===== config.mk =====
export PLATFORM = sky130hd
export DESIGN_NAME = ex_muldiv
export DESIGN_NICKNAME = d
export VERILOG_FILES = /design/src/rtl/ex_muldiv_pkg.sv /design/src/rtl/ex_muldiv_div_core.sv /design/src/rtl/ex_muldiv.sv
export SDC_FILE = /design/constraint.sdc
export NUM_CORES = 2
export LEC_CHECK = 0
export CAP_MARGIN = 20
export CORE_MARGIN = 1.5
export CORE_UTILIZATION = 51
export CTS_CLUSTER_DIAMETER = 40
export DETAILED_ROUTE_END_ITERATION = 16
export GPL_ROUTABILITY_DRIVEN = 1
export PLACE_DENSITY = 0.67
export SYNTH_ARGS = -nofsm -noshare
export SYNTH_HDL_FRONTEND = slang
export SYNTH_HIERARCHICAL = 1
export SYNTH_SLANG_ARGS = --single-unit

===== constraint.sdc =====
create_clock -name clk -period 22.6 [get_ports clk]
set_input_delay 4.52 -clock clk [delete_from_list [all_inputs] [get_ports clk]]
set_output_delay 4.52 -clock clk [all_outputs]
set_load 0.02 [all_outputs]

===== src/rtl/ex_muldiv_pkg.sv =====
// Shared types and constants for the RV32M execute-stage multiply/divide unit.
package ex_muldiv_pkg;

  typedef enum logic [2:0] {
    OP_MUL    = 3'd0,
    OP_MULH   = 3'd1,
    OP_MULHSU = 3'd2,
    OP_MULHU  = 3'd3,
    OP_DIV    = 3'd4,
    OP_DIVU   = 3'd5,
    OP_REM    = 3'd6,
    OP_REMU   = 3'd7
  } muldiv_op_t;

  typedef enum logic [1:0] {
    S_IDLE,
    S_MUL,
    S_DIV,
    S_DONE
  } muldiv_state_t;

  localparam logic [31:0] DIV_BY_ZERO_Q = 32'hFFFF_FFFF;
  localparam logic [31:0] INT_MIN       = 32'h8000_0000;

endpackage


===== src/rtl/ex_muldiv_div_core.sv =====
// Iterative unsigned restoring divider, one quotient bit per cycle, MSB first.
// quotient/remainder are the post-step values and are final in the cycle done is high.
module ex_muldiv_div_core #(
  parameter int XLEN      = 32,
  parameter int DIV_ITERS = XLEN
) (
  input  logic            clk,
  input  logic            reset,
  input  logic            start,
  input  logic            abort,
  input  logic [XLEN-1:0] dividend,
  input  logic [XLEN-1:0] divisor,
  output logic            busy,
  output logic            done,
  output logic [XLEN-1:0] quotient,
  output logic [XLEN-1:0] remainder
);

  localparam int CW = $clog2(DIV_ITERS);

  logic [XLEN-1:0] r_quo;
  logic [XLEN-1:0] r_rem;
  logic [XLEN-1:0] r_dvs;
  logic [CW-1:0]   r_cnt;
  logic            r_busy;

  logic [XLEN:0]   w_shift;
  logic [XLEN-1:0] w_diff;
  logic            w_ge;
  logic            w_last;

  // The true difference always fits in XLEN bits when w_ge holds.
  always_comb begin
    w_shift = {r_rem, r_quo[XLEN-1]};
    w_ge    = (w_shift >= {1'b0, r_dvs});
    w_diff  = w_shift[XLEN-1:0] - r_dvs;
    w_last  = r_busy && (r_cnt == CW'(DIV_ITERS - 1));
  end

  assign busy      = r_busy;
  assign done      = w_last;
  assign quotient  = {r_quo[XLEN-2:0], w_ge};
  assign remainder = w_ge ? w_diff : w_shift[XLEN-1:0];

  always_ff @(posedge clk or posedge reset) begin
    if (reset) begin
      r_quo  <= '0;
      r_rem  <= '0;
      r_dvs  <= '0;
      r_cnt  <= '0;
      r_busy <= 1'b0;
    end else if (abort) begin
      r_busy <= 1'b0;
    end else if (start) begin
      r_quo  <= dividend;
      r_rem  <= '0;
      r_dvs  <= divisor;
      r_cnt  <= '0;
      r_busy <= 1'b1;
    end else if (r_busy) begin
      r_quo <= quotient;
      r_rem <= remainder;
      r_cnt <= r_cnt + CW'(1);
      if (w_last) r_busy <= 1'b0;
    end
  end

endmodule


===== src/rtl/ex_muldiv.sv =====
// RV32M multiply/divide unit for the execute stage: decode, 2-cycle multiply,
// iterative divide with sign fix-up and fast paths, FSM and pipeline stall.
module ex_muldiv
  import ex_muldiv_pkg::*;
#(
  parameter int XLEN      = 32,
  parameter int DIV_ITERS = XLEN
) (
  input  logic            clk,
  input  logic            reset,
  input  logic            valid_e,
  input  logic [2:0]      op_e,
  input  logic [XLEN-1:0] rs1_e,
  input  logic [XLEN-1:0] rs2_e,
  input  logic [4:0]      rd_e,
  input  logic            flush_e,
  output logic            stall_o,
  output logic            result_valid_o,
  output logic [XLEN-1:0] result_o,
  output logic [4:0]      rd_o
);

  muldiv_state_t r_state, w_next_state;
  muldiv_op_t    r_op;
  logic [XLEN-1:0] r_a, r_b, r_result;
  logic [4:0]      r_rd, r_rd_out;

  logic            w_accept, w_div_op, w_div0, w_ovf, w_fast, w_div_start;
  logic            w_div_busy, w_div_done, w_div_sgn, w_a_sgn, w_b_sgn;
  logic [XLEN-1:0] w_fast_res, w_abs_a, w_abs_b, w_quo, w_rem, w_div_res, w_mul_res;
  logic [2*XLEN-1:0] w_prod;

  always_comb begin
    w_accept    = (r_state == S_IDLE) && valid_e && !flush_e;
    w_div_op    = op_e[2];
    w_div0      = (rs2_e == '0);
    w_ovf       = !op_e[0] && (rs1_e == INT_MIN) && (rs2_e == '1);
    w_fast      = w_div_op && (w_div0 || w_ovf);
    w_div_start = w_accept && w_div_op && !w_fast;
    w_abs_a     = (!op_e[0] && rs1_e[XLEN-1]) ? -rs1_e : rs1_e;
    w_abs_b     = (!op_e[0] && rs2_e[XLEN-1]) ? -rs2_e : rs2_e;
    if (w_div0) w_fast_res = op_e[1] ? rs1_e : DIV_BY_ZERO_Q;
    else        w_fast_res = op_e[1] ? '0 : INT_MIN;
  end

  // Low 64 bits of the 66-bit product of the 33-bit extended operands.
  always_comb begin
    w_a_sgn   = (r_op == OP_MULH || r_op == OP_MULHSU) && r_a[XLEN-1];
    w_b_sgn   = (r_op == OP_MULH) && r_b[XLEN-1];
    w_prod    = {{XLEN{w_a_sgn}}, r_a} * {{XLEN{w_b_sgn}}, r_b};
    w_mul_res = (r_op == OP_MUL) ? w_prod[XLEN-1:0] : w_prod[2*XLEN-1:XLEN];
  end

  always_comb begin
    w_div_sgn = (r_op == OP_DIV) || (r_op == OP_REM);
    if (r_op == OP_REM || r_op == OP_REMU)
      w_div_res = (w_div_sgn && r_a[XLEN-1]) ? -w_rem : w_rem;
    else
      w_div_res = (w_div_sgn && (r_a[XLEN-1] ^ r_b[XLEN-1])) ? -w_quo : w_quo;
  end

  ex_muldiv_div_core #(
    .XLEN      (XLEN),
    .DIV_ITERS (DIV_ITERS)
  ) u_div_core (
    .clk       (clk),
    .reset     (reset),
    .start     (w_div_start),
    .abort     (flush_e),
    .dividend  (w_abs_a),
    .divisor   (w_abs_b),
    .busy      (w_div_busy),
    .done      (w_div_done),
    .quotient  (w_quo),
    .remainder (w_rem)
  );

  always_comb begin
    w_next_state = r_state;
    case (r_state)
      S_IDLE: if (w_accept) w_next_state = !w_div_op ? S_MUL : (w_fast ? S_DONE : S_DIV);
      S_MUL:  w_next_state = flush_e ? S_IDLE : S_DONE;
      S_DIV: begin
        if (flush_e || !w_div_busy) w_next_state = S_IDLE;
        else if (w_div_done)        w_next_state = S_DONE;
      end
      S_DONE: w_next_state = S_IDLE;
      default: w_next_state = S_IDLE;
    endcase
    stall_o        = !reset && (w_accept || ((r_state == S_MUL || r_state == S_DIV) && !flush_e));
    result_valid_o = (r_state == S_DONE);
  end

  // result/rd outputs only change on the edge into DONE.
  always_ff @(posedge clk or posedge reset) begin
    if (reset) begin
      r_state  <= S_IDLE;
      r_op     <= OP_MUL;
      r_a      <= '0;
      r_b      <= '0;
      r_rd     <= '0;
      r_result <= '0;
      r_rd_out <= '0;
    end else begin
      r_state <= w_next_state;
      if (w_accept) begin
        r_op <= muldiv_op_t'(op_e);
        r_a  <= rs1_e;
        r_b  <= rs2_e;
        r_rd <= rd_e;
        if (w_fast) begin
          r_result <= w_fast_res;
          r_rd_out <= rd_e;
        end
      end
      if (r_state == S_MUL && !flush_e) begin
        r_result <= w_mul_res;
        r_rd_out <= r_rd;
      end
      if (r_state == S_DIV && !flush_e && w_div_done) begin
        r_result <= w_div_res;
        r_rd_out <= r_rd;
      end
    end
  end

  assign result_o = r_result;
  assign rd_o     = r_rd_out;

endmodule


==> results.toml <==
[drt]
drc = 0
via_count = 43353
viasPerCell = 5.77
dr.first_iter.drc_count = 3640
drtAntennaViolNets = 0
wl_per_cell_um = 22.8
dr.pass1.iters = 7
drt-total-wl_um = 171000

[hold_path]
hold_depth = 2
holdPathEnd = "r_a[5]$_DFFE_PP0P_"
hold_class = "reg2reg"
hp-start = "r_a[5]$_DFFE_PP0P_"

[sta]
slew_headroom = 0.264
fin_hold_ws_ps = 476
period_needed_ps = 10620
hold_viol = 0
clock.fmax_mhz = 94.2
rsz0062_at_grt = "false"
final-max-slew-violation-count = 0
period_share = 0.470
tns_ps = 0
fin_skew_ps = 15.9
worst_pin_slew_ps = 1100
fin_ws_ps = 11980
setup_viol = 0

[setup_path]
worstRegToRegCells = 30
crit_arrival_ps = 6100
rrSetupSlack_ps = 12120
worst_setup_path_end_kind = "output port"
start_kind = "primary input"
crit_required_ps = 18080
critPathKind = "in2out"
reg2reg_to = "result_o[28]$_DFFE_PP0P_"
cp_max_fo = 41
crit-reg2reg-launch = "r_op[2]$_DFFE_PP0P_"

[yosys]
synth_area_mm2 = 0.0535
synth_fp_nets = 7712
synthDominantCellAreaShare = 0.421
synth-async-reset-ratio = 1.00
ys_seq_elements = 213
yosys-top-cells-area = "fa_1 42%, dfrtp_1 10%, inv_1 8.7%"
yosys.area.top_type = "fa_1"
yosysUniqueCellTypes = 92
synth_edf_count = 0
syn_inst = 6254
synth_top_flop_cell = "dfrtp_1"
avgSynthCellArea_um2 = 8.56
yosysSeqAreaShare = 0.0996
yosysWarningCount = 6

[clock_tree]
root_buffer = "clkbuf_16"
cts_buffers = 36
cts_tree = "done"
hold_buffers = 0
cts_sinks = 213
post-cts-setup-buffers = 0
post_cts_resized = 0
htreeDepth = 2
cts_max_path_buffers = 3
clk_latency_ps = 560
clk_pin_slew_ps = 60

[finish]
final_common_cell = "inv_1"
areaGrowthSynthToFinish_pct = 6.16
n_fill_cell = 9488
nNetsFinal = 7565
layout-drive-gt1-share = 0.0352
seq_area_mm2 = 0.00533
final_cell_mix = "1241 x inv_1, 1184 x nand2_1, 1126 x fa_1, 319 x and2_1, 256 x ha_1"
multi_input_area_mm2 = 0.0419

[floorplan]
ioPinCount = 115
die_area_mm2 = 0.107
rows = 118
die_w_um = 327
initial_utilization = 0.516
core_area_mm2 = 0.104
die_y_um = 327

[job]
drv_cap = 0

[global_route]
grt_max_degree = 80
antenna_found_initial = 11
grt_pass1_wl_um = 269000
grt_overflow = 0
grt.total_usage = 0.330
grt_pass1_vias = 45547

[placed_design]
pre_cts_ws_ps = 11990
post-dp-hpwl_um = 132000
io_buffers = 114
routabilityCongestion = 0.984

[run_status]
status = "complete, no violations"
## sequential cells by signal, indices dropped and copies added, names as in the netlist
signal	cells
r_b	32
u_div_core/r_quo	32
u_div_core/r_rem	32
r_op	3
r_state	2
u_div_core/r_cnt	5
r_a	32
r_rd	5
result_o	32
u_div_core/r_dvs	32
rd_o	5
u_div_core/busy	1
## critical path, cell delays in order
cell and delay (ps):
clkdlybuf4s50_1 450, buf_4 430, nor3_1 120, clkdlybuf4s50_1 570
## metal layers
metal,up-vias,track usage,part of all wire
met1,22247,0.435,0.40
met4,6,0.134,0.047
li1,18726,-,-
met3,453,0.0581,0.083
met2,1921,0.542,0.47
met5,-,0,0.00018
## cell usage after synthesis, drive strengths merged (51+ instances only)
cell type	n
inv	1245
nand2	1184
fa	1126
clkbuf	345
and2	319
ha	256
o21ai	224
dfrtp	213
a21oi	206
nor2	191
xnor2	131
xor2	74
nor3	61
buf	51
## area by class of cell
cell class | instances | share of cell area
Tap cell | 1380 | 0.0304
Antenna cell | 5 | 0.000220
Clock buffer | 43 | 0.0170
Clock inverter | 21 | 0.00553
Multi-Input combinational cell | 4399 | 0.737
Sequential cell | 213 | 0.0938
Timing Repair Buffer | 211 | 0.0329
Inverter | 1246 | 0.0827
## metrics by stage
| stage | cell area (um2) | std cells | util |
|---|---|---|---|
| after floorplan | 53500 | 6254 | - |
| after global placement | 55500 | 7449 | 0.535 |
| after detailed placement | 55500 | 7449 | 0.535 |
| after CTS | 56800 | 7513 | 0.547 |
| after global routing | 56800 | 7513 | 0.547 |
| final | 56800 | 7518 | 0.547 |
## worst max-delay path by stage
stage / end / cells past startpoint / slack (ps) / start
6_report: stall_o / 4 / 11980 / flush_e
5_1_grt: result_o[28]$_DFFE_PP0P_ / 30 / 11580 / r_op[2]$_DFFE_PP0P_
4_1_cts: stall_o / 4 / 11990 / flush_e
3_5_place_dp: stall_o / 4 / 11990 / flush_e
3_3_place_gp: stall_o / 4 / 12000 / flush_e
2_1_floorplan: stall_o / 2 / 12880 / flush_e
## cells by family (layout without fill, tap and decap cells)
family | count (synthesis) | after routing | synth area share
adders and majority gates | 1382 | 1382 | 0.481
AOI/OAI and AO/OA | 760 | 760 | 0.0899
xor gates and xnor gates | 205 | 205 | 0.0336
buffers and inverters | 1642 | 1521 | 0.119
and+or+nand+nor | 2029 | 2029 | 0.173
DFF | 213 | 213 | 0.0996
other | 0 | 5 | 0
muxes | 23 | 23 | 0.00463
Power is left out: the tool's default activity adds up to more than one toggle a clock period on the data nets, which glitch-free logic cannot reach.
